[src/rtl/aeolus_cpu_top.sv]
// ----------------------------------------------------------------------------
// aeolus_cpu_top
//   8-bit accumulator CPU. Single-cycle: each rising edge of boardCLK fetches
//   ROM[PC] (combinational) and retires it. State: PC, A, flags Z/C, a 16x8
//   data RAM and the registered output port.
//
// Ports
//   boardCLK  in   1  system clock, rising edge
//   reset     in   1  asynchronous active-low reset
//   switches  in   8  user data, sampled by LDSW
//   cpuOut    out  8  output register, written only by OUT
//
// Parameters
//   ROM_INIT   "" selects the built-in program. A non-empty value names the
//              hex source of the program; the build flow converts that file
//              into ROM_IMAGE, which then supplies the ROM contents.
//   ROM_IMAGE  256x16 program image, word 0 in the low 16 bits.
//
// Instruction: [15:12] opcode, [11:8] ignored, [7:0] imm, RAM addr = imm[3:0]
// ----------------------------------------------------------------------------
module aeolus_cpu_top #(
    parameter string               ROM_INIT  = "",
    parameter logic [255:0][15:0]  ROM_IMAGE = '0
) (
    input  logic       boardCLK,
    input  logic       reset,
    input  logic [7:0] switches,
    output logic [7:0] cpuOut
);

    typedef enum logic [3:0] {
        OP_NOP  = 4'h0, OP_LDI = 4'h1, OP_LDSW = 4'h2, OP_LD  = 4'h3,
        OP_ST   = 4'h4, OP_ADD = 4'h5, OP_SUB  = 4'h6, OP_AND = 4'h7,
        OP_OR   = 4'h8, OP_XOR = 4'h9, OP_ADDI = 4'hA, OP_OUT = 4'hB,
        OP_JMP  = 4'hC, OP_JZ  = 4'hD, OP_JC   = 4'hE, OP_HALT = 4'hF
    } opcode_e;

    // Built-in program: LDSW, ADDI 0x37, OUT, HALT, rest NOP.
    localparam logic [255:0][15:0] BUILTIN_ROM =
        {{252{16'h0000}}, 16'hF000, 16'hB000, 16'hA037, 16'h2000};
    localparam logic [255:0][15:0] ROM_CONTENT =
        (ROM_INIT == "") ? BUILTIN_ROM : ROM_IMAGE;

    logic [7:0]       pc_q, pc_d;
    logic [7:0]       a_q, a_d;
    logic             z_q, z_d;
    logic             c_q, c_d;
    logic [7:0]       out_q, out_d;
    logic [15:0][7:0] ram_q;

    logic [15:0] instr;
    opcode_e     op;
    logic [7:0]  imm;
    logic [3:0]  addr;
    logic [7:0]  mem;
    logic        ram_we;
    logic [8:0]  sum;
    logic [8:0]  diff;

    assign instr = ROM_CONTENT[pc_q];
    assign op    = opcode_e'(instr[15:12]);
    assign imm   = instr[7:0];
    assign addr  = imm[3:0];
    assign mem   = ram_q[addr];

    // Bits [11:8] carry no meaning in this ISA.
    logic unused_instr;
    assign unused_instr = ^instr[11:8];

    // Shared adders; bit 8 gives carry on add and borrow on subtract.
    assign sum  = {1'b0, a_q} + {1'b0, (op == OP_ADDI) ? imm : mem};
    assign diff = {1'b0, a_q} - {1'b0, mem};

    always_comb begin
        pc_d   = pc_q + 8'd1;
        a_d    = a_q;
        z_d    = z_q;
        c_d    = c_q;
        out_d  = out_q;
        ram_we = 1'b0;
        unique case (op)
            OP_NOP:  ;
            OP_LDI:  a_d = imm;
            OP_LDSW: a_d = switches;
            OP_LD:   a_d = mem;
            OP_ST:   ram_we = 1'b1;
            OP_ADD, OP_ADDI: begin
                a_d = sum[7:0];
                c_d = sum[8];
                z_d = (sum[7:0] == 8'h00);
            end
            OP_SUB: begin
                a_d = diff[7:0];
                c_d = diff[8];
                z_d = (diff[7:0] == 8'h00);
            end
            OP_AND: begin
                a_d = a_q & mem;
                c_d = 1'b0;
                z_d = ((a_q & mem) == 8'h00);
            end
            OP_OR: begin
                a_d = a_q | mem;
                c_d = 1'b0;
                z_d = ((a_q | mem) == 8'h00);
            end
            OP_XOR: begin
                a_d = a_q ^ mem;
                c_d = 1'b0;
                z_d = ((a_q ^ mem) == 8'h00);
            end
            OP_OUT:  out_d = a_q;
            OP_JMP:  pc_d = imm;
            OP_JZ:   if (z_q) pc_d = imm;
            OP_JC:   if (c_q) pc_d = imm;
            // Holding PC re-executes HALT forever, freezing everything.
            OP_HALT: pc_d = pc_q;
            default: ;
        endcase
    end

    always_ff @(posedge boardCLK or negedge reset) begin
        if (!reset) begin
            pc_q  <= '0;
            a_q   <= '0;
            z_q   <= 1'b0;
            c_q   <= 1'b0;
            out_q <= '0;
            ram_q <= '0;
        end else begin
            pc_q  <= pc_d;
            a_q   <= a_d;
            z_q   <= z_d;
            c_q   <= c_d;
            out_q <= out_d;
            if (ram_we) ram_q[addr] <= a_q;
        end
    end

    assign cpuOut = out_q;

endmodule

[config.mk]
export PLATFORM = sky130hd
export DESIGN_NAME = aeolus_cpu_top
export DESIGN_NICKNAME = d
export VERILOG_FILES = /design/src/rtl/aeolus_cpu_top.sv
export SDC_FILE = /design/constraint.sdc
export NUM_CORES = 1
export LEC_CHECK = 0
export BUFFER_PORTS_ARGS = -buffer_cell sky130_fd_sc_hd__buf_2
export CORE_ASPECT_RATIO = 0.9
export CORE_MARGIN = 1
export CORE_UTILIZATION = 61
export DETAILED_ROUTE_END_ITERATION = 10
export PLACE_DENSITY = 0.8
export SYNTH_ARGS = -nofsm -noshare
export SYNTH_HDL_FRONTEND = slang
export SYNTH_SLANG_ARGS = --single-unit
[constraint.sdc]
create_clock -name boardCLK -period 4.31 [get_ports boardCLK]
set_input_delay 0.6465 -clock boardCLK [delete_from_list [all_inputs] [get_ports boardCLK]]
set_output_delay 0.6465 -clock boardCLK [all_outputs]
set_load 0.01 [all_outputs]
==> results.txt, run 1 <==
Final Setup Violations -> 0
hold buffer count at CTS -> 0
Final Skew -> 0.005337 ns
Fmax -> 0.2487 GHz
WS Path Type -> reg -> reg
worst skew pair latency -> 0.30 ns
post-layout minimum cycle time -> 4.021 ns
layout cell share with drive strength beyond 1 -> 17.79%
Power Internal -> 0.6027 mW
Required @ worst endpoint -> 4.54 ns
Core Footprint -> 4576 um^2
most frequent cells in the layout -> dfrtp_1, ha_1, inv_1, nand2_1, o21ai_0
clk buf depth -> 2
Post-route DRC -> 0
CTS tree -> built
Vias per Instance -> 5.961
max incr delay on CP -> 0.48 ns
status -> finished, final reports clean
PortBufs -> 17
Slew HR -> 38.97%
Finished Cell Area -> 3213 um^2
fill count -> 349
HPWL Detailed -> 4700 um
Antenna diodes -> 0
warnings from Yosys -> 0
nets -> 374
sequential area share after synthesis -> 34.41%
worst r2r src -> pc_q[1]
worst-path cell chain -> ha_1 > ha_1 > and3_2 > nor2_1 > nand3_1 > a21oi_1 > a21oi_1 > ha_1 > fa_1 > a21o_1 > a21oi_2 > o21bai_1 > a21oi_1 > xor2_1 > o221a_2 > o21ai_1
Sequential Power Share -> 51.1%
clk slew on worst S/H paths -> 0.08 ns
footprint of the multi-input gates -> 1799 um^2
Startpoint Class -> flop
Area Growth Syn to Fin -> 7.763%
register area -> 1026 um^2
Yosys reg bits -> 41
Root Buffer -> clkbuf_8
CTS resizes -> 0
mapped cell area -> 2982 um^2
Antenna Violating Nets Remaining -> 0
Mean Syn Cell Area -> 9.556 um^2
number of global-route vias before repair -> 2104
Hold Vio Cnt, Final -> 0
Rows -> 23
static leakage -> 1.578 nW
Die Y -> 68.33 um
Clock Sinks -> 41
min-delay src -> ram_q[57]
Crit. End Element -> flop
maxcap violations -> 0
initial antenna violation count -> 0
clock network power share -> 33.6%
Power Density -> 256.6 nW/um^2
Yosys cell types -> 53
Post-synth EDFFs -> 0
Vias -> 2313
io pins -> 18
Pre-antenna DRT Iters -> 4
Net Sw Frac -> 26.91%
Initial Util -> 65.16%
final slew viol count -> 0
area of the die -> 5172 um^2
peak supply drop -> 0.1793 mV
Total Neg Setup Slack -> 0 ns
most common cell after layout, fill and taps aside -> dfrtp_1
switching power total -> 0.2219 mW
Post-synth ARST share -> 100.0%
Worst Tran Pin Value -> 0.9155 ns
Buf+Inv Stages, Crit Path -> 0
Critical Path Slowest Stage Cell -> dfrtp_1
placed instance area -> 3112 um^2
pin count of the biggest net entering global routing -> 42
final wirelength -> 6363 um
total gr overflow -> 0
H-Tree Depth -> 2
Final period util -> 93.29%
Hold WC Path Type -> reg -> reg
Max FO, Critical Path -> 10
Comb pwr share -> 15.3%
GP Congestion -> 0.8939
die width -> 75.70 um
WL per Instance -> 16.40 um
Main synth FF type -> dfrtp_1
Starting DRT DRC Count -> 135
TritonCTS Buffers -> 5
CP Launch Point -> pc_q[1]
Post-CTS Setup Repair Bufs -> 0
Post-Syn Instances -> 312
RSZ-0062 raised after global routing -> no
Post-Synthesis Net Count -> 361
Worst path top cell family by delay -> compound AO/OA/AOI/OAI gates
first-pass GRT wire length -> 10200 um
critical path data arrival time -> 4.25 ns
GRT Util Overall -> 27.39%
## sequential cells by signal, indices dropped and copies added, names as in the netlist
register,flops
a_q,8
c_q,1
cpuOut,8
pc_q,8
ram_q,16
## path summary, 6_finish.rpt
kind / slack, ns / end / cells past startpoint
max: 0.29 / a_q[6] / 16
min: 0.38 / ram_q[57] / 0
max reg2reg: 0.29 / a_q[6] / 16
min reg2reg: 0.38 / ram_q[57] / 0
max in group asynchronous: 3.27 / cpuOut[4] / 1
min in group asynchronous: 0.48 / pc_q[3] / 1
## routing by layer
metal	wire, um	global-route usage [%]
met4	142	11.34
met1	3012	37.20
met3	420	6.333
met2	2788	41.85
met5	0	0
## cell usage after synthesis, types with 6 or more instances
cell type / number / area [um^2]
dfrtp_1: 41 / 1026
xnor2_1: 11 / 96.34
a21oi_1: 17 / 85.08
clkbuf_1: 12 / 45.04
nand2_1: 25 / 93.84
inv_1: 25 / 93.84
nor3_1: 8 / 40.04
nor2_1: 14 / 52.55
o21ai_0: 23 / 115.1
mux2_2: 12 / 135.1
a221oi_1: 6 / 52.55
ha_1: 37 / 462.9
nand3_1: 12 / 60.06
## kinds of logic (layout without fill, tap and decap cells)
| family | count (synthesis) | after routing | share of synthesized area, % |
|---|---|---|---|
| compound gates | 79 | 79 | 17.46 |
| fa+ha+maj | 39 | 39 | 16.87 |
| flops | 41 | 41 | 34.41 |
| simple gates | 80 | 80 | 14.90 |
| mux | 18 | 18 | 6.714 |
| buf+inv | 40 | 54 | 5.245 |
| xor+xnor | 15 | 15 | 4.406 |
## cell type report
cell class | instances | share of cell area (%)
multi-input cells | 231 | 56.00
clock buffers | 7 | 2.998
well taps | 62 | 2.414
inverters | 25 | 2.921
repair buffers | 21 | 3.583
clock inverters | 1 | 0.1558
flip-flops and latches | 41 | 31.93
## through the flow
stage                     hold slack (ns)  power, mW  worst slack (ns)  cells  utilization, %
after global routing               0.3972     0.8613           0.04830    388           70.22
after floorplan                    0.3509     0.5097            0.7417    312               -
after global placement             0.3640     0.5493            0.6240    380           68.01
after CTS                          0.3821     0.8304            0.3694    388           70.22
final                              0.3778     0.8246            0.2892    388           70.22
after detailed placement           0.3646     0.5540            0.3694    380           68.01
## power groups by stage
stage	logic [mW]	clock network [mW]	registers (mW)
floorplan	0.0821	0	0.428
global placement	0.122	0	0.428
detailed placement	0.125	0	0.429
CTS	0.127	0.283	0.421
global route	0.141	0.295	0.425
finish	0.126	0.277	0.421
No activity file was read; power rests on OpenSTA's default activity.
==> run 2: changes to the inputs <==
--- a/config.mk
+++ b/config.mk
@@ -8,9 +8,10 @@
 export BUFFER_PORTS_ARGS = -buffer_cell sky130_fd_sc_hd__buf_2
 export CORE_ASPECT_RATIO = 0.9
 export CORE_MARGIN = 1
-export CORE_UTILIZATION = 61
+export CORE_UTILIZATION = 45
 export DETAILED_ROUTE_END_ITERATION = 10
-export PLACE_DENSITY = 0.8
+export PLACE_DENSITY = 0.62
+export SETUP_SLACK_MARGIN = 0.5
 export SYNTH_ARGS = -nofsm -noshare
 export SYNTH_HDL_FRONTEND = slang
 export SYNTH_SLANG_ARGS = --single-unit
==> results.txt, run 2 (synthesis gave the netlist of run 1 again) <==
status -> finished, final reports clean
peak supply drop -> 0.1569 mV (-13%)
Vias per Instance -> 5.366 (-10%)
GP Congestion -> 0.8714 (-2.5%)
GRT Util Overall -> 21.40% (-6.0 points)
worst skew pair latency -> 0.30 ns (about the same)
area of the die -> 6956 um^2 (+34%)
Final period util -> 83.86% (-9.4 points)
R2R Setup Slk -> 0.70 ns (+0.41 ns)
Final Skew -> 0.006131 ns (+0.0007938 ns)
max FFs per register -> 16 (unchanged)
Largest Register -> ram_q
Rows -> 27 (+17%)
CTS tree -> built
Pre-antenna DRT Iters -> 4 (unchanged)
H-Tree Depth -> 2 (unchanged)
Vias -> 2216 (-4.2%)
Post-route DRC -> 0 (unchanged)
PortBufs -> 17 (unchanged)
Crit. End Element -> flop
nets -> 375 (+0.27%)
Fmax -> 0.2767 GHz (+11%)
most frequent cells in the layout -> dfrtp_1, ha_1, inv_1, nand2_1, o21ai_0
maxcap violations -> 0 (unchanged)
Initial Util -> 47.71% (-17 points)
layout cell share with drive strength beyond 1 -> 19.02% (+1.2 points)
Core Footprint -> 6250 um^2 (+37%)
total gr overflow -> 0 (unchanged)
Final Setup Violations -> 0 (unchanged)
initial antenna violation count -> 0 (unchanged)
HPWL Detailed -> 4842 um (+3.0%)
die width -> 87.80 um (+16%)
first-pass GRT wire length -> 11230 um (+10%)
Die Y -> 79.22 um (+16%)
R2R depth -> 17 (+1)
Root Buffer -> clkbuf_8
number of global-route vias before repair -> 2166 (+2.9%)
fill count -> 590 (+69%)
Hold WC Path Type -> reg -> reg
most common cell after layout, fill and taps aside -> dfrtp_1
Hold Path Depth -> 0 (unchanged)
Pwr Total -> 0.8089 mW (-1.9%)
Antenna Violating Nets Remaining -> 0 (unchanged)
Worst Tran Pin Value -> 0.9520 ns (+0.03648 ns)
clk slew on worst S/H paths -> 0.08 ns (about the same)
RSZ-0062 raised after global routing -> yes
post-layout minimum cycle time -> 3.615 ns (-0.4063 ns)
Slew HR -> 36.05% (-2.9 points)
Area Growth Syn to Fin -> 9.610%
Max FO, Critical Path -> 10 (unchanged)
Power Density -> 247.5 nW/um^2 (-3.6%)
hold slack -> 0.3812 ns (+0.003421 ns)
Antenna diodes -> 0 (unchanged)
critical path data arrival time -> 3.85 ns (-0.40 ns)
WL per Instance -> 16.10 um (-1.8%)
final slew viol count -> 0 (unchanged)
Startpoint Class -> flop
static leakage -> 1.573 nW (-0.33%)
Total Neg Setup Slack -> 0 ns (unchanged)
WS Path Type -> reg -> reg
footprint of the multi-input gates -> 1822 um^2 (+1.3%)
TritonCTS Buffers -> 5 (unchanged)
clk buf depth -> 2 (unchanged)
Hold Vio Cnt, Final -> 0 (unchanged)
pin count of the biggest net entering global routing -> 42 (unchanged)
Required @ worst endpoint -> 4.54 ns (about the same)
io pins -> 18 (unchanged)
Starting DRT DRC Count -> 177 (+31%)
final wirelength -> 6649 um (+4.5%)
register area -> 1027 um^2 (+0.12%)
Clock Sinks -> 41 (unchanged)
==> run 2: cell count changes in the layout (fill, tap and decap cells not counted), sizes merged <==
cell / before / now
buf: 21 / 22
clkinv: 1 / 0
clkbuf: 7 / 6
clkinvlp: 0 / 1
==> run 2: worst paths after layout <==
kind,start,end
worst max-delay path,pc_q[0],a_q[6]
worst min-delay path,ram_q[56],ram_q[56]
worst max register to register,pc_q[0],a_q[6]
worst min register to register,ram_q[56],ram_q[56]
max in group asynchronous,reset,pc_q[0]
min in group asynchronous,reset,pc_q[7]
==> run 2: cell type report <==
| class | instances | area share, % |
|---|---|---|
| clock buffer | 6 | 2.527 |
| clock inverter | 1 | 0.2297 |
| inverter | 25 | 2.871 |
| multi-input combinational | 231 | 55.74 |
| sequential | 41 | 31.43 |
| tap | 87 | 3.331 |
| timing repair buffer | 22 | 3.867 |
==> run 2: through the flow <==
step / setup slack (ns) / util, % / area, um^2 / cells
after floorplan: 0.7417 / - / 2982 / 312
after global placement: 0.6355 / 50.41 / 3151 / 406
after detailed placement: 0.4979 / 50.41 / 3151 / 406
after CTS: 0.5799 / 51.93 / 3246 / 413
after global routing: 0.4632 / 52.29 / 3268 / 413
final: 0.6954 / 52.29 / 3268 / 413
==> run 2: report_power, final <==
| part | internal [mW] | switching [mW] |
|---|---|---|
| Sequential | 0.401 | 0.0198 |
| Clock | 0.127 | 0.137 |
| Combinational | 0.0569 | 0.0683 |
==> run 2: worst max-delay path, stage by stage (launching register included) <==
cell	delay [ns]
dfrtp_2	0.47
ha_1	0.25
ha_1	0.21
and3_2	0.28
nor2_4	0.16
nand3_4	0.13
a21oi_1	0.15
buf_4	0.15
a21oi_1	0.04
ha_1	0.21
fa_1	0.41
a21o_1	0.19
a21oi_2	0.19
o21bai_1	0.08
a21oi_1	0.17
xor2_1	0.08
o221a_2	0.26
o21ai_1	0.10
==> run 2: per-layer routing <==
metal,vias to the layer above,share of wire (%),global-route usage (%)
met2,44,42,30.85
met5,-,0,0
met1,1038,52,31.72
li1,1123,-,-
met4,0,2.0,7.869
met3,11,4.1,3.534
==> run 2: timing repair <==
action / in CTS / in global routing
gates resized for setup: 1 / 6
setup buffers: 0 / 0
hold buffers: 0 / 0
setup endpoints to repair: 1 / 4
==> run 3: changes to the inputs <==
--- a/config.mk
+++ b/config.mk
@@ -10,7 +10,7 @@
 export CORE_MARGIN = 1
 export CORE_UTILIZATION = 45
 export DETAILED_ROUTE_END_ITERATION = 10
-export PLACE_DENSITY = 0.62
+export PLACE_DENSITY = 0.64
 export SETUP_SLACK_MARGIN = 0.5
 export SYNTH_ARGS = -nofsm -noshare
 export SYNTH_HDL_FRONTEND = slang
==> constraint.sdc (replaced) <==
create_clock -name boardCLK -period 3.3 [get_ports boardCLK]
set_input_delay 0.495 -clock boardCLK [delete_from_list [all_inputs] [get_ports boardCLK]]
set_output_delay 0.495 -clock boardCLK [all_outputs]
set_load 0.01 [all_outputs]
==> results.txt, run 3 (synthesis gave the netlist of run 1 again) <==
top routing layer used -> met4
Vias per Instance -> 5.507 (+2.6%)
die width -> 87.80 um (unchanged)
nets -> 409 (+9.1%)
Clock Sinks -> 41 (unchanged)
Largest Register -> ram_q
final wirelength -> 7407 um (+11%)
final slew viol count -> 0 (unchanged)
Finished Cell Area -> 3809 um^2 (+17%)
layout cell share with drive strength beyond 1 -> 37.12% (+18 points)
TritonCTS Buffers -> 5 (unchanged)
worst skew pair latency -> 0.30 ns (about the same)
fill count -> 508 (-14%)
Required @ worst endpoint -> 3.53 ns (-1.01 ns)
max incr delay on CP -> 0.44 ns (-0.03 ns)
Worst Tran Pin Value -> 0.9328 ns (-0.01913 ns)
Worst path top cell family by delay -> compound AO/OA/AOI/OAI gates
maxcap violations -> 0 (unchanged)
Hold WC Path Type -> in -> async
Post-route DRC -> 0 (unchanged)
clk slew on worst S/H paths -> 0.08 ns (about the same)
Hold Vio Cnt, Final -> 0 (unchanged)
Final Skew -> 0.004722 ns (-0.001409 ns)
Antenna diodes -> 0 (unchanged)
Final period util -> 94.66% (+11 points)
HPWL Detailed -> 5166 um (+6.7%)
Power Density -> 308.2 nW/um^2 (+25%)
Crit. End Element -> flop
Routed met3 length -> 368 um (+35%)
Fmax -> 0.3201 GHz (+16%)
Initial Util -> 47.71% (unchanged)
clk buf depth -> 2 (unchanged)
Core Footprint -> 6250 um^2 (unchanged)
PortBufs -> 17 (unchanged)
initial antenna violation count -> 0 (unchanged)
Vias -> 2467 (+11%)
Pwr Total -> 1.174 mW (+45%)
worst-path cell chain -> nor3_4 > and3_4 > nand2_8 > mux2_4 > inv_2 > a21oi_2 > ha_2 > fa_2 > a21o_1 > a21oi_2 > o21bai_1 > a21oi_1 > xor2_1 > o221a_2 > o21ai_2
Buf+Inv Stages, Crit Path -> 1 (unchanged)
status -> finished, final reports clean
GRT Util Overall -> 22.71% (+1.3 points)
Slew HR -> 37.81% (+1.8 points)
Final WS setup -> 0.1761 ns (-0.5194 ns)
peak supply drop -> 0.2141 mV (+36%)
Starting DRT DRC Count -> 173 (-2.3%)
DR WL met2 -> 3329 um (+20%)
max FFs per register -> 16 (unchanged)
placed insts -> 416 (+2.5%)
Final Non-Filler Cells -> 448 (+8.5%)
Startpoint Class -> flop
Rows -> 27 (unchanged)
CTS tree -> built
total gr overflow -> 0 (unchanged)
post-layout minimum cycle time -> 3.124 ns (-0.4906 ns)
H-Tree Depth -> 2 (unchanged)
final core occ -> 60.94% (+8.6 points)
placed instance area -> 3338 um^2 (+6.0%)
GP Congestion -> 0.8706 (about the same)
RSZ-0062 raised after global routing -> yes
WS Path Type -> reg -> reg
Critical Path Slowest Stage Cell -> dfrtp_1
Setup WS pre-CTS -> -0.05021 ns (-0.5481 ns)
footprint of the multi-input gates -> 2063 um^2 (+13%)
wl on met1 -> 3586 um (+3.7%)
register area -> 1028 um^2 (+0.12%)
critical path data arrival time -> 3.35 ns (-0.50 ns)
Root Buffer -> clkbuf_8
number of global-route vias before repair -> 2338 (+7.9%)
WL per Instance -> 16.53 um (+2.7%)
io pins -> 18 (unchanged)
pin count of the biggest net entering global routing -> 42 (unchanged)
Antenna Violating Nets Remaining -> 0 (unchanged)
static leakage -> 1.766 nW (+12%)
Final Setup Violations -> 0 (unchanged)
most common cell after layout, fill and taps aside -> dfrtp_1
Pre-antenna DRT Iters -> 4 (unchanged)
area of the die -> 6956 um^2 (unchanged)
most frequent cells in the layout -> dfrtp_1, buf_4, ha_1
first-pass GRT wire length -> 11860 um (+5.6%)
Max FO, Critical Path -> 4 (-6)
Area Growth Syn to Fin -> 27.74%
most frequent CP cell -> a21oi_2
Die Y -> 79.22 um (unchanged)
## run 3: through the flow
stage / TNS, ns / hold slack [ns]
after floorplan: 0 / 0.1994
after global placement: 0 / 0.3666
after detailed placement: -0.05021 / 0.3648
after CTS: 0 / 0.3710
after global routing: 0 / 0.3938
final: 0 / 0.3339
## run 3: area by class of cell
type | instances | area share (%)
Clock buffer | 7 | 2.267
Clock inverter | 1 | 0.7884
Inverter | 25 | 2.464
Multi-Input combinational cell | 231 | 54.17
Sequential cell | 41 | 27.00
Tap cell | 87 | 2.858
Timing Repair Buffer | 56 | 10.45
## run 3: power breakdown
group | leakage, nW | switching (mW) | internal (mW)
Clock | 0.0585 | 0.183 | 0.247
Sequential | 0.524 | 0.0272 | 0.523
Combinational | 1.18 | 0.0986 | 0.0944
Total | 1.77 | 0.309 | 0.865
## run 3: worst paths after layout
check	slack [ns]	start	end	cells after the start
max	0.18	pc_q[6]	a_q[6]	15
min	0.33	reset	cpuOut[0]	1
max reg2reg	0.18	pc_q[6]	a_q[6]	15
min reg2reg	0.38	ram_q[62]	ram_q[62]	0
max in group asynchronous	2.33	reset	pc_q[1]	1
min in group boardCLK	0.38	ram_q[62]	ram_q[62]	0
## run 3: worst reg2reg max path: stages, from the launching register on
cell and delay [ns]:
dfrtp_1 0.44, nor3_4 0.20, and3_4 0.25, nand2_8 0.07
mux2_4 0.33, inv_2 0.07, a21oi_2 0.05, ha_2 0.19
fa_2 0.35, a21o_1 0.19, a21oi_2 0.19, o21bai_1 0.10
a21oi_1 0.16, xor2_1 0.08, o221a_2 0.28, o21ai_2 0.11
## run 3: per-layer routing
layer | up-vias | global-route usage (%)
li1 | 1196 | -
met1 | 1189 | 32.36
met2 | 67 | 34.81
met3 | 15 | 4.886
met4 | 0 | 5.410
met5 | - | 0
## run 3: repair_timing
| action | in CTS | in global routing |
|---|---|---|
| hold endpoints to repair | 0 | 0 |
| pin swaps | 11 | 19 |
| hold buffers | 0 | 0 |
| setup buffers | 13 | 11 |
| gates resized for setup | 17 | 18 |
| endpoints found under the setup margin | 8 | 8 |
